## config.mk

```make
export PLATFORM = sky130hd
export DESIGN_NAME = wbarb
export DESIGN_NICKNAME = d
export VERILOG_FILES = /design/src/rtl/wbarb_pkg.sv /design/src/rtl/wbarb_rr_arb3.sv /design/src/rtl/wbarb.sv
export SDC_FILE = /design/constraint.sdc
export NUM_CORES = 1
export LEC_CHECK = 0
export CAP_MARGIN = 20
export CORE_ASPECT_RATIO = 0.6
export CORE_MARGIN = 10
export CORE_UTILIZATION = 34
export CTS_BUF_LIST = sky130_fd_sc_hd__clkbuf_8 sky130_fd_sc_hd__clkbuf_16
export DETAILED_ROUTE_END_ITERATION = 8
export PLACE_DENSITY_LB_ADDON = 0.2
export SKIP_CTS_REPAIR_TIMING = 1
export SLEW_MARGIN = 20
export SYNTH_ARGS = -nofsm -noshare
export SYNTH_HDL_FRONTEND = slang
export SYNTH_SLANG_ARGS = --single-unit
```

## constraint.sdc

```tcl
create_clock -name clk -period 2.1 [get_ports clk]
set_input_delay 0.63 -clock clk [delete_from_list [all_inputs] [get_ports clk]]
set_output_delay 0.63 -clock clk [all_outputs]
set_load 0.03 [all_outputs]
```

## src/rtl/wbarb_pkg.sv

```systemverilog
// rtl/wbarb_pkg.sv - shared constants, types and helpers for the writeback arbiter
package wbarb_pkg;

  // Datapath widths of the writeback bus
  localparam int XLEN     = 32;
  localparam int ROBID_W  = 7;
  localparam int RD_W     = 6;
  localparam int ECAUSE_W = 5;

  // Producer indices into the request / grant vectors
  localparam int NSRC = 3;
  localparam logic [1:0] SRC_SCALU  = 2'd0;
  localparam logic [1:0] SRC_LSQ    = 2'd1;
  localparam logic [1:0] SRC_MULDIV = 2'd2;

  // Exception cause encodings carried on the *_ecause fields
  typedef enum logic [ECAUSE_W-1:0] {
    EC_NONE          = 5'd0,
    EC_ILLEGAL_INSN  = 5'd2,
    EC_BREAKPOINT    = 5'd3,
    EC_LD_MISALIGN   = 5'd4,
    EC_LD_FAULT      = 5'd5,
    EC_ST_MISALIGN   = 5'd6,
    EC_ST_FAULT      = 5'd7,
    EC_DIV_ZERO      = 5'd24
  } ecause_e;

  // One producer's result as it travels to the writeback bus
  typedef struct packed {
    logic                error;
    logic [ECAUSE_W-1:0] ecause;
    logic [ROBID_W-1:0]  robid;
    logic [RD_W-1:0]     rd;
    logic [XLEN-1:0]     result;
  } wb_payload_t;

  localparam int PAYLOAD_W = $bits(wb_payload_t);

  // Number of producers requesting in a 3-bit request vector
  function automatic logic [1:0] popcount3(input logic [2:0] v);
    return {1'b0, v[0]} + {1'b0, v[1]} + {1'b0, v[2]};
  endfunction

  // Index of the set bit in a one-hot 3-bit vector (0 when none is set)
  function automatic logic [1:0] onehot3_to_idx(input logic [2:0] oh);
    logic [1:0] idx;
    idx = 2'd0;
    if (oh[1]) idx = 2'd1;
    if (oh[2]) idx = 2'd2;
    return idx;
  endfunction

endpackage

```

## src/rtl/wbarb_rr_arb3.sv

```systemverilog
// rtl/wbarb_rr_arb3.sv - three-way round-robin arbiter with last-grant pointer
module rr_arb3
  import wbarb_pkg::*;
(
  input  logic       clk,
  input  logic       rst,
  input  logic [2:0] req,
  input  logic       en,
  output logic [2:0] grant
);

  // Index of the most recently granted requester; reset to muldiv so
  // that scalu holds top priority out of reset.
  logic [1:0] last_q;

  // Grant the first requester found starting just after the last winner
  always_comb begin
    grant = 3'b000;
    if (en) begin
      unique case (last_q)
        SRC_SCALU: begin
          if (req[1])      grant = 3'b010;
          else if (req[2]) grant = 3'b100;
          else if (req[0]) grant = 3'b001;
        end
        SRC_LSQ: begin
          if (req[2])      grant = 3'b100;
          else if (req[0]) grant = 3'b001;
          else if (req[1]) grant = 3'b010;
        end
        default: begin
          if (req[0])      grant = 3'b001;
          else if (req[1]) grant = 3'b010;
          else if (req[2]) grant = 3'b100;
        end
      endcase
    end
  end

  // Pointer moves to the winner only on cycles that actually grant
  always_ff @(posedge clk or negedge rst) begin
    if (!rst) begin
      last_q <= SRC_MULDIV;
    end else if (|grant) begin
      last_q <= onehot3_to_idx(grant);
    end
  end

endmodule

```

## src/rtl/wbarb.sv

```systemverilog
// rtl/wbarb.sv - round-robin writeback arbiter for scalu, lsq and muldiv results
module wbarb
  import wbarb_pkg::*;
#(
  // Reset value of the contention counter; 0 in normal use
  parameter logic [31:0] CONFLICT_INIT = 32'h0000_0000
) (
  input  logic                clk,
  input  logic                rst,
  // single-cycle ALU
  input  logic                scalu_valid,
  input  logic                scalu_error,
  input  logic [ECAUSE_W-1:0] scalu_ecause,
  input  logic [ROBID_W-1:0]  scalu_robid,
  input  logic [RD_W-1:0]     scalu_rd,
  input  logic [XLEN-1:0]     scalu_result,
  // load/store queue
  input  logic                lsq_valid,
  input  logic                lsq_error,
  input  logic [ECAUSE_W-1:0] lsq_ecause,
  input  logic [ROBID_W-1:0]  lsq_robid,
  input  logic [RD_W-1:0]     lsq_rd,
  input  logic [XLEN-1:0]     lsq_result,
  // mul/div unit
  input  logic                muldiv_valid,
  input  logic                muldiv_error,
  input  logic [ECAUSE_W-1:0] muldiv_ecause,
  input  logic [ROBID_W-1:0]  muldiv_robid,
  input  logic [RD_W-1:0]     muldiv_rd,
  input  logic [XLEN-1:0]     muldiv_result,
  // back-pressure to producers
  output logic                wb_scalu_stall,
  output logic                wb_lsq_stall,
  output logic                wb_muldiv_stall,
  // writeback bus
  output logic                wb_valid,
  output logic                wb_error,
  output logic [ECAUSE_W-1:0] wb_ecause,
  output logic [ROBID_W-1:0]  wb_robid,
  output logic [RD_W-1:0]     wb_rd,
  output logic [XLEN-1:0]     wb_result,
  output logic                wb_regwr,
  output logic [31:0]         wb_conflicts,
  input  logic                rob_flush
);

  logic [2:0]           req;
  logic [2:0]           grant;
  wb_payload_t          pay_scalu;
  wb_payload_t          pay_lsq;
  wb_payload_t          pay_muldiv;
  logic [PAYLOAD_W-1:0] sel_bits;
  wb_payload_t          wb_q;
  logic                 wb_valid_q;
  logic [31:0]          conflicts_q;

  assign req = {muldiv_valid, lsq_valid, scalu_valid};

  assign pay_scalu  = '{error: scalu_error, ecause: scalu_ecause, robid: scalu_robid,
                        rd: scalu_rd, result: scalu_result};
  assign pay_lsq    = '{error: lsq_error, ecause: lsq_ecause, robid: lsq_robid,
                        rd: lsq_rd, result: lsq_result};
  assign pay_muldiv = '{error: muldiv_error, ecause: muldiv_ecause, robid: muldiv_robid,
                        rd: muldiv_rd, result: muldiv_result};

  // A flush suppresses arbitration entirely, so the pointer also holds
  rr_arb3 u_arb (
    .clk   (clk),
    .rst   (rst),
    .req   (req),
    .en    (~rob_flush),
    .grant (grant)
  );

  // Producers drop their ops on a flush, so nobody is told to hold then.
  // Stalls depend only on inputs and arbiter state, never on wb_*.
  assign wb_scalu_stall  = scalu_valid  & ~grant[SRC_SCALU]  & ~rob_flush;
  assign wb_lsq_stall    = lsq_valid    & ~grant[SRC_LSQ]    & ~rob_flush;
  assign wb_muldiv_stall = muldiv_valid & ~grant[SRC_MULDIV] & ~rob_flush;

  // AND-OR mux of the payloads; the grant is one-hot or zero
  always_comb begin
    sel_bits = {PAYLOAD_W{1'b0}};
    sel_bits = sel_bits | ({PAYLOAD_W{grant[SRC_SCALU]}}  & pay_scalu);
    sel_bits = sel_bits | ({PAYLOAD_W{grant[SRC_LSQ]}}    & pay_lsq);
    sel_bits = sel_bits | ({PAYLOAD_W{grant[SRC_MULDIV]}} & pay_muldiv);
  end

  // Writeback register: valid follows the grant, data loads only on a grant
  always_ff @(posedge clk or negedge rst) begin
    if (!rst) begin
      wb_valid_q <= 1'b0;
      wb_q       <= '0;
    end else begin
      wb_valid_q <= |grant;
      if (|grant) begin
        wb_q <= wb_payload_t'(sel_bits);
      end
    end
  end

  // Saturating count of cycles where two or more producers compete
  always_ff @(posedge clk or negedge rst) begin
    if (!rst) begin
      conflicts_q <= CONFLICT_INIT;
    end else if ((popcount3(req) >= 2'd2) && !rob_flush && (conflicts_q != 32'hFFFF_FFFF)) begin
      conflicts_q <= conflicts_q + 32'd1;
    end
  end

  assign wb_valid     = wb_valid_q;
  assign wb_error     = wb_q.error;
  assign wb_ecause    = wb_q.ecause;
  assign wb_robid     = wb_q.robid;
  assign wb_rd        = wb_q.rd;
  assign wb_result    = wb_q.result;
  // Error ops and x0 destinations complete in the ROB without a regfile write
  assign wb_regwr     = wb_valid_q & ~wb_q.error & (wb_q.rd != '0);
  assign wb_conflicts = conflicts_q;

endmodule

```

==> flow_summary.ini, run 1 <==
[synthesis]
netlist_area_sq_mm = 0.00419
syn-num-nets = 551
postSynth.asyncResetShare_pct = 100
synthCells = 389
yosys_warnings = 0
ys.flop_type = dfrtp_1
yosysUniqueCellTypes = 41
ys_seq_elements = 86
avgSynthCellArea_sq_um = 10.8
synth-edff-count = 0
yosysSeqAreaShare_pct = 51.4

[worst_setup_path]
reg2regPathDepth = 7
startpoint_type = input pin
arrival_ns = 1.50
cp_max_fo = 3
endpoint_kind = primary output
worst_ep_required_time_ns = 1.47
worstSetupPathType = input pin to primary output

[placed_design]
hpwlAfterDp_mm = 12.7
place_congestion = 0.961
placed_cell_area_sq_mm = 0.00706
port_buffers = 246
dp.cells = 814

[pwr]
power.density_mw_per_mm2 = 1100
ir_drop_uv = 705
p_leak_nw = 3.80
power.total_w = 0.00837

[drt]
drc_errors = 0
wl_per_cell_um = 19.7
wl_mm = 16.5
vias = 4276
initialDrtViolationCount = 458
via_per_inst = 5.10
first_pass_iters = 9
postRouteAntennaNets = 0

[clock_tree]
clock_latency_ns = 0.33
clock_path_buffers = 2
clock-sinks = 86
cts_root_buf = clkbuf_16
cts_tree = yes
clkTransAtPathRegs_ns = 0.06
htreeDepth = 3
cts_buffers = 9

[timing]
clock_skew_ns = 0.00408
period_share_pct = 101
fin_ws_ns = -0.0293
max_freq_mhz = 470
setup_violations = 2
worst_pin_slew_ns = 0.449
rsz0062_at_grt = true
hold_violations = 0
finalMaxSlewViolations = 0
period_minus_slack_ns = 2.13
slew_headroom_pct = 69.9
fin_hold_ws_ns = 0.202

[floorplanning]
rows = 31
start_util_pct = 34.7
die_h_um = 106
dieArea_sq_mm = 0.0173
io_pins = 247
fp.coreArea_sq_mm = 0.0121
die_w_um = 163

[final_layout]
syn2layout_area_growth_pct = 82.1
finalNonFillerCells = 838
finish.utilization_pct = 63.3
final_nets = 830
final_area_sq_mm = 0.00763
multi_input_area_sq_mm = 0.00178
drive_above_1_share_pct = 12.3
seq_area_sq_mm = 0.00215
nFillCells = 980
antenna_cells = 0

[grt]
first_global_vias = 4474
antenna_found_initial = 0
track_usage_pct = 17.7
grt_pass1_wl_mm = 24.7
grt-ovfl-total = 0
grt_max_degree = 53

[min_path]
hp-class = input pin to asynchronous set/reset pin

[job]
max_cap_viol_count = 0

[outcome]
status = complete, but fails checks
violations = setup timing
==> final timing paths <==
kind | startpoint | end | slack, ns
min in group clk | wb_conflicts[31] | wb_conflicts[31] | 0.49
worst max register to register | u_arb.last_q[0] | wb_result[8] | 0.16
worst min-delay path | rst | wb_conflicts[1] | 0.20
worst max-delay path | lsq_valid | wb_muldiv_stall | -0.03
worst min register to register | wb_conflicts[31] | wb_conflicts[31] | 0.49
max in group asynchronous | rst | wb_result[20] | 1.24
==> synthesized netlist by cell type (all sizes together), types with 8 or more instances <==
cell | instances | area, sq um
inv | 55 | 206
xnor2 | 20 | 175
buf | 8 | 67.6
mux2i | 17 | 170
a222oi | 51 | 510
nand3 | 15 | 75.1
and3 | 11 | 68.8
xor2 | 11 | 96.3
nand4 | 8 | 50.1
nor2 | 10 | 37.5
dfrtp | 85 | 2130
o21ai | 35 | 175
clkbuf | 14 | 52.6
nand2 | 13 | 48.8
==> routing by layer <==
layer	up-vias	track usage [%]	share of wire, %
met2	198	28.6	47
met5	-	0	0
li1	2017	-	-
met4	0	3.97	1.1
met1	2048	21.6	42
met3	13	7.40	10
==> critical path, stage by stage <==
cell and delay, ns:
clkbuf_2 0.11, buf_6 0.12, o22a_1 0.24, nor2_4 0.13
buf_6 0.11, nor2_4 0.03, buf_6 0.12
==> kinds of logic after synthesis <==
logic type / after synthesis / synth area share (%)
adders and majority gates: 3 / 0.896
buffers and inverters: 77 / 7.79
DFF: 86 / 51.4
xor gates and xnor gates: 31 / 6.48
AOI/OAI and AO/OA: 98 / 19.0
muxes: 18 / 4.33
and+or+nand+nor: 76 / 10.2
==> where the power goes <==
part           internal [W]  switching, W
clock               0.00103      0.000609
sequential          0.00221      0.000361
combinational       0.00186       0.00231
total               0.00510       0.00328
==> final cells by class <==
type	instances	share of cell area, %
multi-input cells	226	23.3
well taps	165	2.70
inverters	55	2.70
flip-flops and latches	86	28.2
clock buffers	9	2.95
clock inverters	7	1.10
repair buffers	290	39.0
==> state kept, by name, indices dropped and copies added, names as in the netlist <==
name,count
u_arb.last_q,2
wb_rd,6
wb_error,1
wb_valid,1
wb_result,32
wb_robid,7
wb_ecause,5
wb_conflicts,32
==> cell usage in the layout, fill, tap and decap left out, drive strengths merged, types with 2 or more instances in the layout <==
| cell type | synthesis | layout |
|---|---|---|
| clkdlybuf4s50 | 0 | 207 |
| dfrtp | 85 | 85 |
| inv | 55 | 58 |
| a222oi | 51 | 51 |
| buf | 8 | 48 |
| o21ai | 35 | 35 |
| dlymetal6s2s | 0 | 32 |
| xnor2 | 20 | 20 |
| mux2i | 17 | 17 |
| nand3 | 15 | 15 |
| nand2 | 13 | 13 |
| clkbuf | 14 | 12 |
| and3 | 11 | 11 |
| xor2 | 11 | 11 |
| nor2 | 10 | 10 |
| nand4 | 8 | 8 |
| nor2b | 5 | 5 |
| and4 | 4 | 4 |
| ha | 3 | 3 |
| o2111ai | 2 | 2 |
| a21o | 2 | 2 |
| nor4 | 2 | 2 |
| bufinv | 0 | 2 |
| o22ai | 2 | 2 |
| or3 | 2 | 2 |
| nor3 | 2 | 2 |
==> metrics by stage <==
| step | setup TNS [ns] | setup WS, ns |
|---|---|---|
| after floorplan | 0 | 0.000442 |
| after global placement | -44.97 | -0.610 |
| after detailed placement | -46.90 | -0.632 |
| after CTS | -17.50 | -0.496 |
| after global routing | -0.281 | -0.104 |
| final | -0.0567 | -0.0293 |
Note: power is estimated with default switching activity, not from simulation.
==> run 2: changes to the inputs <==
MAX_ROUTING_LAYER = met4   (was unset)
==> flow_summary.ini, run 2 (same netlist as run 1, synthesis figures left out) <==
[outcome]
status = complete, but fails checks
violations = setup timing

[clock_tree]
htreeDepth = 3
clock-sinks = 86
cts_tree = yes
clock_latency_ns = 0.33
clkTransAtPathRegs_ns = 0.06
clock_path_buffers = 2
cts_root_buf = clkbuf_16
cts_buffers = 9

[grt]
antenna_found_initial = 0
use_met2_pct = 28.6
first_global_vias = 4488
grt_pass1_wl_mm = 24.6
grt-ovfl-total = 0
track_usage_pct = 18.2
grtUsageMet3_pct = 6.12
grt_use_met1_pct = 22.4
grt_max_degree = 53
grt_busiest_layer = met2

[drt]
wl_per_cell_um = 19.7
initialDrtViolationCount = 439
via_per_inst = 5.13
wl_mm = 16.5
drc_errors = 0
postRouteAntennaNets = 0
first_pass_iters = 7
vias = 4303

[floorplanning]
rows = 31
die_w_um = 163
dieArea_sq_mm = 0.0173
start_util_pct = 34.7
fp.coreArea_sq_mm = 0.0121
die_h_um = 106
io_pins = 247

[placed_design]
port_buffers = 246
dp.cells = 814
place_congestion = 0.978
hpwlAfterDp_mm = 12.7

[timing]
rsz0062_at_grt = true
fin_ws_ns = -0.0341
clock_skew_ns = 0.00353
max_freq_mhz = 469
period_minus_slack_ns = 2.13
slew_headroom_pct = 69.9
fin_hold_ws_ns = 0.200
hold_violations = 0
setup_violations = 2
period_share_pct = 102
worst_pin_slew_ns = 0.449
finalMaxSlewViolations = 0

[final_layout]
nFillCells = 980
drive_above_1_share_pct = 12.3
most-common-layout-cells = clkdlybuf4s50_1 (207), dfrtp_1 (85), inv_1 (55)
finalNonFillerCells = 838
syn2layout_area_growth_pct = 82.1
antenna_cells = 0
final_nets = 830
final_common_cell = clkdlybuf4s50_1

[worst_setup_path]
endpoint_kind = primary output
worst_ep_required_time_ns = 1.47
crit_family = flip-flops
cp_max_fo = 3
cpPeakStageDelay_ns = 0.44
rrSetupSlack_ns = 0.16
worstSetupPathType = register to primary output
crit_slowest_cell = dfrtp_1
crit_chain = nor2b_4, o22a_1, nor2_4, buf_6, nor2_4, buf_6
path_buf_inv = 2
startpoint_type = register
arrival_ns = 1.50

[pwr]
ir_drop_uv = 706
power.density_mw_per_mm2 = 1100
p_leak_nw = 3.80

[min_path]
hp-class = input pin to asynchronous set/reset pin

[job]
max_cap_viol_count = 0
run 2: worst paths after layout:
path,startpoint,to,depth (start not counted)
max,u_arb.last_q[0],wb_muldiv_stall,6
min,rst,wb_conflicts[1],1
max reg2reg,u_arb.last_q[0],wb_ecause[1],7
min reg2reg,wb_conflicts[31],wb_conflicts[31],1
max in group asynchronous,rst,wb_result[10],2
min in group clk,wb_conflicts[31],wb_conflicts[31],1
run 2: routing by layer:
layer  share of wire (%)  vias up
li1                    -     2018
met1                  43     2072
met2                  47      198
met3                 9.3       15
met4                 1.2        0
met5                   0        -
run 2: worst register-to-register path, cell delays in order (launching register included):
cell	delay (ns)
dfrtp_1	0.44
nor2b_4	0.16
o22a_1	0.20
nor2_4	0.06
buf_4	0.14
buf_4	0.20
a222oi_1	0.48
o21ai_1	0.12
run 2: final cells by class:
| cell class | instances | area, sq um | share of cell area [%] |
|---|---|---|---|
| clock buffers | 9 | 225 | 2.95 |
| clock inverters | 7 | 83.8 | 1.10 |
| inverters | 55 | 206 | 2.70 |
| multi-input cells | 226 | 1780 | 23.3 |
| flip-flops and latches | 86 | 2150 | 28.2 |
| well taps | 165 | 206 | 2.70 |
| repair buffers | 290 | 2980 | 39.0 |
run 2: where the power goes:
part | switching, W | internal, W | leakage (nW) | total, W
clock network | 0.000614 | 0.00103 | 0.159 | 0.00164
logic | 0.00231 | 0.00186 | 2.53 | 0.00416
registers | 0.000362 | 0.00221 | 1.11 | 0.00258
run 2: per-stage QoR:
step                cell area, sq um  util, %  setup slack, ns  total power (W)  setup TNS [ns]
floorplan                       4200        -         0.000442          0.00465               0
global placement                7060     58.5           -0.610          0.00654          -44.97
detailed placement              7060     58.5           -0.632          0.00660          -46.90
CTS                             7370     61.1           -0.496          0.00829          -17.50
global route                    7630     63.3          -0.0967          0.00883          -0.275
finish                          7630     63.3          -0.0341          0.00838         -0.0597
